`config.mk`:
```
export PLATFORM = sky130hd
export DESIGN_NAME = acc_core_param
export DESIGN_NICKNAME = d
export VERILOG_FILES = /design/src/rtl/acc_core_param.sv
export SDC_FILE = /design/constraint.sdc
export NUM_CORES = 1
export LEC_CHECK = 0
export CORE_MARGIN = 10
export CORE_UTILIZATION = 67
export CTS_CLUSTER_DIAMETER = 120
export CTS_CLUSTER_SIZE = 8
export DETAILED_ROUTE_END_ITERATION = 7
export PLACE_DENSITY_LB_ADDON = 0.15
export SYNTH_ARGS = -nofsm -noshare
export SYNTH_HDL_FRONTEND = slang
export SYNTH_SLANG_ARGS = --single-unit
```
`constraint.sdc`:
```
create_clock -name clock -period 10.1 [get_ports clock]
set_input_delay 2.02 -clock clock [delete_from_list [all_inputs] [get_ports clock]]
set_output_delay 2.02 -clock clock [all_outputs]
set_load 0.005 [all_outputs]
```
`src/rtl/acc_core_param.sv`:
```
// acc_core_param: parametrised multi-cycle accumulator core.
// Each instruction is fetched in one cycle and executed in the next.
// Instruction memory is loaded through prog_*. Data memory can be read through dbg_*.
//
// Handshake: start is a one-cycle request that is accepted only in IDLE or HALTED.
// On the accepting edge, busy rises and execution begins at pc=0. While busy is high,
// start and prog_we are ignored. busy falls and halted rises on the edge that executes HALT.
module acc_core_param #(
    parameter int DATA_W   = 8,
    parameter int OPND_W   = 5,
    parameter int IM_DEPTH = 32,
    parameter int DM_DEPTH = 16,
    localparam int PC_W    = $clog2(IM_DEPTH),
    localparam int DM_AW   = $clog2(DM_DEPTH),
    localparam int IW      = 3 + OPND_W
) (
    input  logic              clock,
    input  logic              reset,
    input  logic              start,
    input  logic              prog_we,
    input  logic [PC_W-1:0]   prog_addr,
    input  logic [IW-1:0]     prog_data,
    input  logic [DM_AW-1:0]  dbg_addr,
    output logic [DATA_W-1:0] dbg_data,
    output logic [DATA_W-1:0] acc,
    output logic [PC_W-1:0]   pc,
    output logic              busy,
    output logic              halted,
    output logic              zero,
    output logic              neg,
    output logic              ovf,
    output logic [1:0]        dbg_state
);

    typedef enum logic [1:0] {S_IDLE, S_FETCH, S_EXEC, S_HALTED} state_t;

    localparam logic [2:0] OP_HALT = 3'd0;
    localparam logic [2:0] OP_LDD  = 3'd1;
    localparam logic [2:0] OP_LDM  = 3'd2;
    localparam logic [2:0] OP_ST   = 3'd3;
    localparam logic [2:0] OP_ADD  = 3'd4;
    localparam logic [2:0] OP_XOR  = 3'd5;
    localparam logic [2:0] OP_JMP  = 3'd6;
    localparam logic [2:0] OP_SUB  = 3'd7;   // BRZ when operand MSB is set

    logic [IW-1:0]     im [IM_DEPTH];
    logic [DATA_W-1:0] dm [DM_DEPTH];
    state_t            state;
    logic [IW-1:0]     ir;

    logic [2:0]        opcode;
    logic [OPND_W-1:0] operand;
    logic [DM_AW-1:0]  dm_a;
    logic [DATA_W-1:0] dm_rd;
    logic [DATA_W-1:0] imm;
    logic [DATA_W-1:0] sum;
    logic [DATA_W-1:0] diff;
    logic              add_ovf;
    logic              sub_ovf;
    logic [PC_W-1:0]   pc_inc;
    logic [PC_W-1:0]   target;
    logic              idle_like;

    assign opcode    = ir[IW-1 -: 3];
    assign operand   = ir[OPND_W-1:0];
    assign dm_a      = operand[DM_AW-1:0];
    assign dm_rd     = dm[dm_a];
    assign imm       = DATA_W'($signed(operand));
    assign sum       = acc + dm_rd;
    assign diff      = acc - dm_rd;
    // Signed overflow: the result sign disagrees with what the operand signs allow.
    assign add_ovf   = (acc[DATA_W-1] == dm_rd[DATA_W-1]) && (sum[DATA_W-1] != acc[DATA_W-1]);
    assign sub_ovf   = (acc[DATA_W-1] != dm_rd[DATA_W-1]) && (diff[DATA_W-1] != acc[DATA_W-1]);
    assign pc_inc    = pc + PC_W'(1);
    assign target    = operand[PC_W-1:0];
    assign idle_like = (state == S_IDLE) || (state == S_HALTED);

    assign zero      = (acc == '0);
    assign neg       = acc[DATA_W-1];
    assign dbg_data  = dm[dbg_addr];
    assign dbg_state = state;

    // Instruction memory write port. It is open only while the core is not executing.
    always_ff @(posedge clock) begin
        if (prog_we && idle_like)
            im[prog_addr] <= prog_data;
    end

    // Core state machine. Fetch and execute each take one cycle.
    always_ff @(posedge clock or negedge reset) begin
        if (!reset) begin
            state  <= S_IDLE;
            pc     <= '0;
            acc    <= '0;
            ovf    <= 1'b0;
            busy   <= 1'b0;
            halted <= 1'b0;
            ir     <= '0;
            for (int i = 0; i < DM_DEPTH; i++)
                dm[i] <= '0;
        end else begin
            case (state)
                S_IDLE, S_HALTED: begin
                    if (start) begin
                        pc     <= '0;
                        ovf    <= 1'b0;
                        busy   <= 1'b1;
                        halted <= 1'b0;
                        state  <= S_FETCH;
                    end
                end
                S_FETCH: begin
                    ir    <= im[pc];
                    state <= S_EXEC;
                end
                S_EXEC: begin
                    state <= S_FETCH;
                    pc    <= pc_inc;
                    case (opcode)
                        OP_HALT: begin
                            state  <= S_HALTED;
                            pc     <= pc;
                            busy   <= 1'b0;
                            halted <= 1'b1;
                        end
                        OP_LDD: acc <= imm;
                        OP_LDM: acc <= dm_rd;
                        OP_ST:  dm[dm_a] <= acc;
                        OP_ADD: begin
                            acc <= sum;
                            ovf <= add_ovf;
                        end
                        OP_XOR: acc <= acc ^ dm_rd;
                        OP_JMP: pc <= target;
                        OP_SUB: begin
                            if (operand[OPND_W-1]) begin
                                if (zero)
                                    pc <= target;
                            end else begin
                                acc <= diff;
                                ovf <= sub_ovf;
                            end
                        end
                        default: ;
                    endcase
                end
                default: state <= S_IDLE;
            endcase
        end
    end

endmodule

```
==> reports/metrics.cfg, run 1 <==
[status]
status=finished, final reports clean

[synth]
ys_ff_latch=410
yosysWarnings=0
syn_area_um2=18830
synth_cell_types=59
synth_ff_type=edfxtp_1
synth-edff-count=256
synth_fp_nets=1151
yosys.area.top_type=edfxtp_1
synthCells=1107
synthTopCellsByArea=edfxtp_1 (41%), dfrtp_1 (20%), mux4_2 (19%)
synthArstFlopShare_pct=37.56
synth_top_cell_area_share_pct=40.82
synth_seq_area_share_pct=61.28
syn_area_per_cell_um2=17.01

[pwr]
vdd_ir_drop_max_v=0.0002132
power_frac_seq_pct=41.9
power_density_nw_per_um2=250.1
intPower_w=0.003625
switchingPower_w=0.001662
netSwitchingFraction_pct=31.43
p_comb_share_pct=25.6
power.leakage_nw=7.755
clkPwrFrac_pct=32.5

[placed_design]
place_hpwl_um=25990
place.gp.congestion=0.8504
port_buffers=48
post-place-ws_ns=3.579

[worst_setup_path]
crit_path_end_kind=output pin
critPathSlowestCell=buf_2
path_class=in2out
path_buf_inv=2
path_common_cell=mux4_2
path_cells=buf_2, mux4_2, mux4_2, clkdlybuf4s50_1
slowest_delay_ns=0.81
crit_family=buffers and inverters
crit_required_ns=8.08
critPathLaunchType=input pin
worst-path-max-fanout=32
worstPathArrival_ns=4.45

[sta]
tightest_slew_ns=1.352
setup_violations=0
finalSetupTns_ns=0
finalCriticalPeriod_ns=6.472
slew_viol_final=0
hold-worst-slack_ns=0.4995
finalCritPeriodShare_pct=64.08
rsz0062_at_grt=false
slew-limit-headroom_pct=9.560
fin_ws_ns=3.628
skew_ns=0.02242
hold_violations=0
max_freq_mhz=154.5

[clock_network]
cts_made_buffers=57
htree_levels=2
cts_setup_buffers=0
cts_resized=0
cts-root-buf=clkbuf_16
cts.clk_slew.worst_paths_ns=0.05
clk_path_buf_depth=3
cts_num_sinks=410
clk_latency_ns=0.59
cts_tree=yes
ctsHoldBuffers=0

[die]
initial_core_util_pct=67.79
pin_count=49
rows=61
die_w_um=187.7
core_area_um2=27780
die_height_um=187.7
dieArea_um2=35210

[global_route]
antenna_found_initial=0
grt_overflow_total=0
grt_first_pass_wirelength_um=69080
grt_usage_pct=25.81
grt_max_degree=90
grt_pass1_vias=11070

[routing]
wl_um=45120
antenna_left=0
post-route-drc-count=0
num_vias=10710
wl_per_cell_um=28.96
drtIter0Drc=1009
vias_per_cell=6.872
dr.pass1.iters=5

[finish]
layout-drive-gt1-share_pct=30.85
antenna_cells=0
num-nets-final=1202
area_delta_synth_final_pct=12.25

[job]
maxCapViolations=0

[worst_hold_path]
hold_path.class=reg2reg

==> metrics by stage <==
step / total power (W) / util, % / instances / instance area, um^2
after global placement: 0.003533 / 70.45 / 1477 / 19570
final: 0.005287 / 76.09 / 1558 / 21140
after CTS: 0.005302 / 76.09 / 1558 / 21140
after detailed placement: 0.003575 / 70.45 / 1477 / 19570
after global routing: 0.005509 / 76.09 / 1558 / 21140
after floorplan: 0.003137 / - / 1107 / 18830
==> power by group through the flow <==
stage	sequential, W	clock, W	combinational [W]
after floorplan	0.00205	0	0.00109
after detailed placement	0.00224	0	0.00134
after global routing	0.00224	0.00181	0.00146
final	0.00222	0.00172	0.00135
after global placement	0.00223	0	0.00130
after CTS	0.00221	0.00174	0.00135
==> cells by family after synthesis <==
kind of cell,Yosys count,synth area share [%]
fa+ha+maj,24,1.661
mux,286,26.67
flops,410,61.28
buf+inv,87,1.980
simple gates,193,4.783
xor+xnor,7,0.3255
compound gates,100,3.302
==> final timing paths <==
check,cells past startpoint,startpoint,end,slack (ns)
max,4,dbg_addr[0],dbg_data[4],3.63
min,2,dm[64],dm[64],0.50
max reg2reg,12,ir[0],acc[7],5.83
min reg2reg,2,dm[64],dm[64],0.50
max in group asynchronous,2,reset,dm[81],7.23
min in group asynchronous,1,reset,acc[6],1.48
==> synthesized netlist by cell type, types with 7 or more instances <==
master    count
a21oi_1      31
buf_1         8
buf_2        16
clkbuf_1     37
dfrtp_1     154
edfxtp_1    256
ha_1         21
inv_1        21
mux2_2      117
mux2i_1       9
mux4_2      157
nand2_1      51
nand2b_1      7
nand3_1      13
nor2_1       74
nor2b_1       7
nor3_1        9
o21ai_0      35
xnor2_1       7
==> area by class of cell <==
type | count | area, um^2
clock inverter | 4 | 67.56
inverter | 21 | 78.83
tap | 378 | 473.0
multi-input combinational | 610 | 6919
timing repair buffer | 58 | 551.8
fill | 1632 | 6641
sequential | 410 | 11550
clock buffer | 77 | 1501
==> metal layers <==
layer  vias up  share of wire, %  track usage [%]
met4         0               3.1            8.923
met5         -                 0                0
met3       103               7.2            4.304
met2       537                52            44.53
li1       4475                 -                -
met1      5592                37            32.67
==> worst reg2reg max path: stages, from the launching register on <==
cell	delay, ns
dfrtp_2	0.38
buf_4	0.59
mux4_2	0.62
mux4_2	0.59
inv_1	0.14
ha_1	0.25
nand2b_1	0.16
a221oi_1	0.58
a21oi_1	0.24
xnor2_1	0.26
nor2_1	0.07
o21bai_1	0.15
a41oi_2	0.12
==> cell usage in the layout, fill, tap and decap left out, types with 2 or more instances in the layout <==
cell type / synthesis / final
edfxtp_1: 256 / 256
mux4_2: 157 / 157
dfrtp_1: 154 / 150
mux2_2: 117 / 117
nor2_1: 74 / 74
clkbuf_16: 0 / 57
nand2_1: 51 / 51
clkdlybuf4s50_1: 0 / 46
o21ai_0: 35 / 35
a21oi_1: 31 / 31
inv_1: 21 / 21
ha_1: 21 / 21
clkbuf_1: 37 / 20
nand3_1: 13 / 13
buf_4: 2 / 10
mux2i_1: 9 / 9
nor3_1: 9 / 9
nand2b_1: 7 / 7
xnor2_1: 7 / 7
nor2b_1: 7 / 7
nand3b_1: 5 / 5
or3_1: 5 / 5
a21o_1: 4 / 4
or4_1: 3 / 3
nand4_1: 3 / 3
and3_1: 3 / 3
nor2_2: 3 / 3
o21a_1: 3 / 3
a31oi_1: 3 / 3
nor3b_1: 3 / 3
mux4_1: 3 / 3
dfrtp_2: 0 / 3
or3b_2: 2 / 2
o21bai_1: 2 / 2
a211oi_1: 2 / 2
or2_2: 2 / 2
nor4b_1: 2 / 2
o22a_1: 2 / 2
o22ai_1: 2 / 2
fa_1: 2 / 2
==> flip-flops by register name (all words and copies together), names as in the netlist <==
signal	flops
dbg_state	2
im	256
busy	1
halted	1
ir	8
ovf	1
pc	5
dm	128
acc	8
No activity file was read; power rests on OpenSTA's default activity.
==> run 2: changes to the inputs <==
--- a/config.mk
+++ b/config.mk
@@ -6,7 +6,7 @@
 export NUM_CORES = 1
 export LEC_CHECK = 0
 export CORE_MARGIN = 10
-export CORE_UTILIZATION = 67
+export CORE_UTILIZATION = 56
 export CTS_CLUSTER_DIAMETER = 120
 export CTS_CLUSTER_SIZE = 8
 export DETAILED_ROUTE_END_ITERATION = 7
==> constraint.sdc (replaced) <==
create_clock -name clock -period 5.2 [get_ports clock]
set_input_delay 1.04 -clock clock [delete_from_list [all_inputs] [get_ports clock]]
set_output_delay 1.04 -clock clock [all_outputs]
set_load 0.005 [all_outputs]
==> run 2 against run 1 <==
Net effect: final area increased by 0.96%; clock power up 97%; global-route usage down 4.9 points; highest routed layer is now met5; largest power group unchanged.
==> reports/metrics.cfg, run 2 (synthesis gave the netlist of run 1 again) <==
[status]
status=finished, final reports clean

[clock_network]
cts_resized=0
cts.clk_slew.worst_paths_ns=0.05
clk_latency_ns=0.60
cts_num_sinks=410
cts_setup_buffers=0
htree_levels=2
cts_made_buffers=57
clk_path_buf_depth=3
cts_tree=yes
ctsHoldBuffers=0
cts-root-buf=clkbuf_16

[sta]
max_freq_mhz=230.5
setup_violations=0
finalSetupTns_ns=0
rsz0062_at_grt=false
hold-worst-slack_ns=0.5041
slew-limit-headroom_pct=13.33
finalCriticalPeriod_ns=4.338
skew_ns=0.04193
finalCritPeriodShare_pct=83.42
hold_violations=0
tightest_slew_ns=1.295
slew_viol_final=0

[finish]
multi_input_comb_area_um2=6919
final_area_um2=21340
register_area_um2=11550
n_fill_cell=2361
area_delta_synth_final_pct=13.33
top_regs=im (256), dm (128)
largest-register=im
final_cell_mix=edfxtp_1 (256), mux4_2 (157), dfrtp_1 (150), mux2_2 (117), nor2_1 (74)
final_common_cell=edfxtp_1
num-nets-final=1207
antenna_cells=0
fin_cells=1646
layout-drive-gt1-share_pct=30.80
largest_reg_flops=256

[worst_hold_path]
hp-start=dm[119]
hold_depth=2
hold_path.class=reg2reg
whs_endpoint=dm[119]

[placed_design]
place.gp.congestion=0.8270
dp_cells=1552
port_buffers=48
placed_cell_area_um2=19710
place_hpwl_um=26630

[worst_setup_path]
worstPathArrival_ns=3.30
worst-path-max-fanout=13
worstReg2RegEnd=acc[7]
ff2ff_path_depth=12
rrSetupSlack_ns=0.97
reg2reg_from=ir[0]
critPathLaunchType=input pin
path_class=in2out
crit_required_ns=4.16
crit_path_end_kind=output pin

[routing]
antenna_left=0
wl_per_cell_um=25.89
vias_per_cell=6.243
post-route-drc-count=0
dr.pass1.iters=8
drtIter0Drc=809
num_vias=10280
wl_um=42620

[pwr]
power.leakage_nw=7.801
vdd_ir_drop_max_v=0.0003401
power_density_nw_per_um2=482.1

[die]
pin_count=49
die_w_um=203.4
initial_core_util_pct=56.45
die_height_um=203.4
core_area_um2=33360
rows=67
dieArea_um2=41370

[job]
maxCapViolations=0

[global_route]
grt_max_degree=83
grt_pass1_vias=10650
grt_first_pass_wirelength_um=65870
grt_overflow_total=0
antenna_found_initial=3
grt_usage_pct=20.88

==> run 2: area by class of cell <==
type	instances	share of cell area [%]
Sequential cell	410	54.11
Multi-Input combinational cell	610	32.42
Clock buffer	90	7.263
Timing Repair Buffer	63	2.820
Tap cell	448	2.626
Clock inverter	4	0.3986
Inverter	21	0.3693
==> run 2: per-layer routing <==
metal | part of all wire [%] | GRT usage, % | vias up
met3 | 5.8 | 3.538 | 88
li1 | - | - | 4507
met2 | 50 | 34.51 | 345
met1 | 41 | 27.60 | 5332
met5 | 0.049 | 0 | -
met4 | 3.1 | 7.487 | 4
==> run 2: worst max path at each step <==
stage / to / start / cells after the start
CTS: dbg_data[0] / dbg_addr[0] / 5
finish: dbg_data[0] / dbg_addr[0] / 5
global placement: dbg_data[0] / dbg_addr[0] / 5
global route: ovf / ir[0] / 12
detailed placement: dbg_data[0] / dbg_addr[0] / 5
floorplan: dbg_data[0] / dbg_addr[0] / 4
==> run 2: where the power goes <==
part	leakage [nW]	internal [W]	switching, W	total [W]
Clock	0.775	0.00202	0.00137	0.00339
Sequential	4.39	0.00374	0.000675	0.00442
Combinational	2.63	0.00133	0.00116	0.00248
==> run 2: worst max-delay path, cell delays in order <==
cell and delay, ns:
buf_2 0.36, buf_4 0.36, mux4_2 0.54, mux4_2 0.51, clkdlybuf4s50_1 0.49
==> run 2: through the flow <==
stage               utilization (%)  worst slack, ns  total power, W
floorplan                         -            1.607        0.006094
global placement              59.07           0.8479        0.006933
detailed placement            59.07           0.8172        0.006972
CTS                           63.97           0.8260         0.01037
global route                  63.97           0.6163         0.01079
finish                        63.97           0.8621         0.01029
